<file path="src/rtl/pe_output_drain.sv">
// Drains partial sums from a group of output PEs, block by block, after a tile completes.
// Each PE is read with a one-cycle strobe, and its sum is presented on a valid/ready stream.
module pe_output_drain #(
    parameter int O_PEGroupSize   = 4,
    parameter int O_PEAddrWidth   = 2,
    parameter int DataWidth       = 16,
    parameter int BlockCount      = 4,
    parameter int BlockCountWidth = 3,
    parameter int ReadLatency     = 1
) (
    input  logic                       clk,
    input  logic                       sclr,
    input  logic                       clk_en,
    input  logic                       start,
    output logic [O_PEAddrWidth-1:0]   O_Out_PEAddr,
    output logic                       O_RD_EN,
    input  logic [DataWidth-1:0]       PE_Data,
    output logic [DataWidth-1:0]       out_data,
    output logic                       out_valid,
    input  logic                       out_ready,
    output logic                       out_last,
    output logic [BlockCountWidth-1:0] block_idx,
    output logic                       busy,
    output logic                       done
);

    typedef enum logic [2:0] {
        S_IDLE = 3'd0,
        S_READ = 3'd1,
        S_WAIT = 3'd2,
        S_HOLD = 3'd3,
        S_DONE = 3'd4
    } state_t;

    localparam logic [O_PEAddrWidth-1:0]   LastAddr  = O_PEAddrWidth'(O_PEGroupSize - 1);
    localparam logic [BlockCountWidth-1:0] LastBlock = BlockCountWidth'(BlockCount - 1);
    // Counts down to zero; the capture happens on the zero cycle, so load ReadLatency-1.
    localparam logic [2:0]                 LatLoad   = 3'(ReadLatency - 1);

    state_t     state_r;
    logic [2:0] lat_cnt_r;

    // Drain sequencer: all outputs are registered alongside the state.
    always_ff @(posedge clk) begin
        if (sclr) begin
            state_r      <= S_IDLE;
            lat_cnt_r    <= 3'd0;
            O_Out_PEAddr <= '0;
            O_RD_EN      <= 1'b0;
            out_data     <= '0;
            out_valid    <= 1'b0;
            out_last     <= 1'b0;
            block_idx    <= '0;
            busy         <= 1'b0;
            done         <= 1'b0;
        end else if (clk_en) begin
            case (state_r)
                S_IDLE: begin
                    done <= 1'b0;
                    if (start) begin
                        state_r      <= S_READ;
                        O_RD_EN      <= 1'b1;
                        busy         <= 1'b1;
                        O_Out_PEAddr <= '0;
                        block_idx    <= '0;
                    end else begin
                        state_r <= S_IDLE;
                    end
                end
                S_READ: begin
                    O_RD_EN   <= 1'b0;
                    lat_cnt_r <= LatLoad;
                    state_r   <= S_WAIT;
                end
                S_WAIT: begin
                    if (lat_cnt_r == 3'd0) begin
                        out_data  <= PE_Data;
                        out_valid <= 1'b1;
                        out_last  <= (O_Out_PEAddr == LastAddr);
                        state_r   <= S_HOLD;
                    end else begin
                        lat_cnt_r <= lat_cnt_r - 3'd1;
                    end
                end
                S_HOLD: begin
                    if (out_ready) begin
                        out_valid <= 1'b0;
                        out_last  <= 1'b0;
                        if (O_Out_PEAddr == LastAddr) begin
                            O_Out_PEAddr <= '0;
                            if (block_idx == LastBlock) begin
                                state_r <= S_DONE;
                                done    <= 1'b1;
                            end else begin
                                block_idx <= block_idx + 1'b1;
                                state_r   <= S_READ;
                                O_RD_EN   <= 1'b1;
                            end
                        end else begin
                            O_Out_PEAddr <= O_Out_PEAddr + 1'b1;
                            state_r      <= S_READ;
                            O_RD_EN      <= 1'b1;
                        end
                    end else begin
                        state_r <= S_HOLD;
                    end
                end
                S_DONE: begin
                    done         <= 1'b0;
                    busy         <= 1'b0;
                    O_Out_PEAddr <= '0;
                    block_idx    <= '0;
                    state_r      <= S_IDLE;
                end
                default: begin
                    state_r      <= S_IDLE;
                    O_RD_EN      <= 1'b0;
                    out_valid    <= 1'b0;
                    out_last     <= 1'b0;
                    busy         <= 1'b0;
                    done         <= 1'b0;
                    O_Out_PEAddr <= '0;
                    block_idx    <= '0;
                end
            endcase
        end
    end

endmodule

</file>
<file path="config.mk">
export PLATFORM = sky130hd
export DESIGN_NAME = pe_output_drain
export DESIGN_NICKNAME = d
export VERILOG_FILES = /design/src/rtl/pe_output_drain.sv
export SDC_FILE = /design/constraint.sdc
export NUM_CORES = 1
export LEC_CHECK = 0
export CAP_MARGIN = 20
export CORE_UTILIZATION = 41
export CTS_CLUSTER_SIZE = 10
export DETAILED_ROUTE_END_ITERATION = 8
export GPL_TIMING_DRIVEN = 0
export PLACE_DENSITY = 0.83
export SYNTH_ARGS = -nofsm -noshare
export SYNTH_HDL_FRONTEND = slang
export SYNTH_SLANG_ARGS = --single-unit
</file>
<file path="constraint.sdc">
create_clock -name clk -period 1.65 [get_ports clk]
set_input_delay 0.4125 -clock clk [delete_from_list [all_inputs] [get_ports clk]]
set_output_delay 0.4125 -clock clk [all_outputs]
set_load 0.01 [all_outputs]
</file>
Word level (Yosys, flattened, before mapping)
Index checks and enable logic that the tools add are counted.

word-level totals
  flip-flop bits (word level) = 32
  bits in latches = 0
  memory bits (writable) = 0
  memory bits (read-only) = 0
  output and inout port bits = 26
  word-level logic and storage cells = 79
  memories = 0

operators by class
  $add $sub $neg = 3
  multiply operators = 0
  divide/modulo/power cells = 0
  $lt $le $gt $ge = 0
  equality and inequality tests = 14
  shift operators = 0
  multiplexer cells = 32
  bitwise logic cells = 4
  reductions and logical operators = 16

operators by type and width
  cell                 count
  $mux 3               9
  $ne 2x2->1 const B   7
  $pmux 3 s4           1
  $mux 1               11
  $reduce_and 5->1     2
  $eq 3x2->1 const B   3
  $pmux 1 s3           3
  $pmux 3 s3           1
  $reduce_and 3->1     3
  $reduce_and 4->1     2
  $logic_not 3->1      2
  $mux 2               3
  $pmux 2 s3           1
  $pmux 3 s2           1
  $reduce_and 6->1     1
  $reduce_or 3->1      2
  $not 1->1            4
  $pmux 1 s2           2
  $reduce_or 2->1      2
  $add 3x1->3 const B  1
  $eq 3x1->1 const B   1
  $eq 3x3->1 const B   1
  $ne 3x3->1 const B   1
  $sub 3x1->3 const B  1
  4 further kinds      4

Depth between registers and ports, before layout
  word-level depth = 5
  gate-level depth with buffers = 8

Least setup slack after synthesis
Ideal clock, no wire load.

  path type = in2reg
  start point = input clk_en
  end point = register out_data[1]
  setup time = 0.132 ns
  data arrival time = 1.434 ns
  required time = 1.518 ns
  path slack = 0.084 ns
  stages on the path = 7
  path buffers = 3
  cell sequence = buf_2 -> nand2b_1 -> or3_1 -> buf_2 -> buf_2 -> nand2_1 -> a21oi_1

on the way
  word-level cells in the longest chain between the ends = 1

RTL lines
  item                               RTL line  RTL
  start, declared                    13        input logic clk_en,
  $reduce_and 3->1 (no source line)  -
  end signal, assigned               77        out_data <= PE_Data;
  end, declared                      18        output logic [DataWidth-1:0] out_data,

Every way passes these cells.
A chain may end at the register's enable or synchronous reset.

Worst setup path after layout
  start point = input start
  end point = register block_idx[1]

on the way
  word-level cells in the longest chain between the ends = 2

RTL lines
  item                               RTL line  RTL
  start, declared                    14        input logic start,
  $ne 2x2->1 (no source line)        -
  $reduce_and 6->1 (no source line)  -
  end signal, assigned               95        block_idx <= block_idx + 1'b1;
  end, declared                      22        output logic [BlockCountWidth-1:0] block_idx,

Every way passes these cells.

==> impl_results.md <==
* Reg clk slew, reported paths at 0.09 ns
* Initial core utilization at 43.0%
* Adder-Cell Fraction of Synth Area at 4.33%
* # diodes at 0
* MaxCap Viol Count at 0
* Max-slew violation count at 0
* Initial antenna violation count at 0
* Synth Area in Compound Gates at 18.6%
* Critical path class: input port to flop
* Simple-gate area share of the yosys netlist at 26.7%
* Pin count of the biggest net entering global routing at 11
* Power Density at 766 nW/um^2
* Relative slew margins at 67.5%
* Hpwl dp at 2.29 mm
* Seq/Total Area, Yosys at 44.3%
* Worst hold path class: input port to flop
* Largest family of logic cells by synthesized area: simple AND/OR/NAND/NOR gates
* Critical Path Source Type: input port
* Syn-to-layout area delta at 48.1%
* Int Power at 1.28 mW
* First-pass GRT wire length at 4.95 mm
* Fin. Hold Viols at 0
* Most frequent cells in the layout: 37 x nand2_1, 29 x dfxtp_1, 27 x a21oi_1
* CTS max path bufs at 2
* Power share of the clock group at 41.1%
* Multiplexer share of the synthesized area at 1.39%
* CP max stage cell: clkdlybuf4s50_1
* Synthesized flop and latch total at 32
* CP Capture Type: flop
* Setup WS post-layout at 0.0338 ns
* Cell area after synthesis at 1450 sq um
* Post-Synth XOR/XNOR Area at 0%
* Fmax at 619 MHz
* Crit path required time at 1.86 ns
* Worst-skew pair later-pin latency at 0.34 ns
* RePlAce Congestion at 0.867
* CTS Root Cell: clkbuf_4
* DRC at 0
* Worst Path Arrival at 1.83 ns
* Fillers at 320
* Row Count at 21
* Vias/cell at 4.99
* Synth warn at 0
* Leading area contributor after synthesis: dfxtp_1
* Port Buffers at 44
* Slew @ Worst Pin at 0.488 ns
* Tot Pwr at 1.64 mW
* Number of H-tree levels at 2
* # hold bufs at CTS at 0
* Min cycle time layout at 1.62 ns
* Gate power share at 10.4%
* Post-synth cell types at 33
* Final Skew at 0.00492 ns
* Syn Inst Count at 180
* Vias in the first global route at 1178
* Register Area at 644 sq um
* Mean Syn Cell Area at 8.03 sq um
* Starting DRT DRC Count at 43
* Number of routed nets with antenna violations at 0
* Footprint of the multi-input gates at 790 sq um
* I/O pin count at 47
* WP buf/inv at 1
* CP max stage delay at 0.51 ns
* GRT Total Usage at 18.2%
* Synth area leaders: dfxtp_1 44%, nand2_1 9.6%, a21oi_1 9.4%
* Post-Route WL at 3.24 mm
* CTS buffer count at 5
* Syn_nets at 206
* Cells along the critical path: clkdlybuf4s50_1 > or3b_4 > a21boi_4 > o21a_1 > o32ai_1
* Crit-path max FO at 5
* Fraction of layout cells with a size suffix above 1 at 13.4%
* CTS tree: built
* Number of setup buffers added after CTS at 0
* DRT Pass-1 Iters at 4
* Leading cell type in the layout, fill and taps excluded: nand2_1
* Worst vdd ir at 0.372 mV
* DP Worst Slack at -0.430 ns
* Die height at 61.4 um
* Core footprint at 3360 sq um
* Die width at 61.4 um
* Share of the synthesized area in the top cell type at 44.3%
* Final Cycle Share at 98.0%
* Global route overflow at 0
* Static leakage at 1.11 nW
* Switching part of the total power at 21.9%
* Final nets at 257
* Status: complete, no violations
* Die area at 3770 sq um
* Final setup vio count at 0
* Hold slack at 0.399 ns
* Psw at 0.359 mW
* Clk sinks at 32
* Vias at 1388
* Drt wl/cell at 11.7 um
* CP top delay family: buffers and inverters
* Sequential share of power at 48.5%
-- synth_stat cells, drive strengths merged --
cell    count
nand2      37
dfxtp      32
a21oi      27
nand2b     11
nor2        8
o21ai       8
buf         6
clkbuf      5
ha          5
inv         5
nor3        5
nand3       3
nor2b       3
or4         3
a31oi       2
mux2i       2
o21a        2
o32ai       2
or2         2
or3b        2
a211oi      1
a21boi      1
a221oi      1
a22oi       1
nand3b      1
nor3b       1
o22ai       1
o31ai       1
or3         1
or4b        1
-- timing repair --
| action | CTS | global route |
|---|---|---|
| pin swaps | 1 | 1 |
| setup endpoints to repair | 13 | 33 |
| gates resized for setup | 11 | 36 |
-- per-layer routing --
metal  vias to the layer above  GRT usage (%)  wire length (um)  share of wire [%]
li1                        719              -                 -                  -
met4                         0           10.5                32               0.99
met2                        44           30.0              1530                 47
met5                         -              0                 0                  0
met1                       622           21.0              1430                 44
met3                         3           5.46               253                7.8
-- metrics by stage --
step                cell area [sq um]  setup TNS (ns)  util, %  cells
floorplan                        1450               0        -    180
global placement                 1940           -3.60     57.8    270
detailed placement               1940           -3.54     57.8    270
CTS                              2050               0     60.8    278
global route                     2140        -0.00838     63.6    278
finish                           2140               0     63.6    278
-- worst paths after layout --
path / from / to / slack, ns / cells past startpoint
setup / recovery: start / block_idx[1] / 0.03 / 5
hold / removal: clk_en / busy / 0.40 / 2
setup reg to reg: block_idx[0] / O_RD_EN / 0.05 / 6
hold reg to reg: out_data[6] / out_data[6] / 0.46 / 2
-- area by class of cell --
type | instances | share of cell area (%)
Clock buffer | 7 | 3.04
Buffer | 11 | 2.57
Timing Repair Buffer | 44 | 22.4
Multi-Input combinational cell | 132 | 36.9
Inverter | 5 | 0.877
Sequential cell | 32 | 30.1
Tap cell | 46 | 2.69
Clock inverter | 1 | 1.40
-- kinds of logic after synthesis --
logic type / after synthesis
compound gates: 47
simple gates: 78
mux: 2
flops: 32
buf+inv: 16
fa+ha+maj: 5
-- sequential cells by signal, summed over array words and instances, names as in the netlist, 2 cells and up --
name          flops
state_r           3
O_Out_PEAddr      2
out_data         16
block_idx         3
lat_cnt_r         3
-- power groups by stage --
stage	clock, mW	combinational (mW)	sequential, mW
3_5_place_dp	0	0.166	0.812
3_3_place_gp	0	0.166	0.812
5_1_grt	0.721	0.187	0.796
6_report	0.673	0.171	0.794
2_1_floorplan	0	0.0772	0.816
4_1_cts	0.691	0.170	0.795
(Power assumes the default switching activity.)
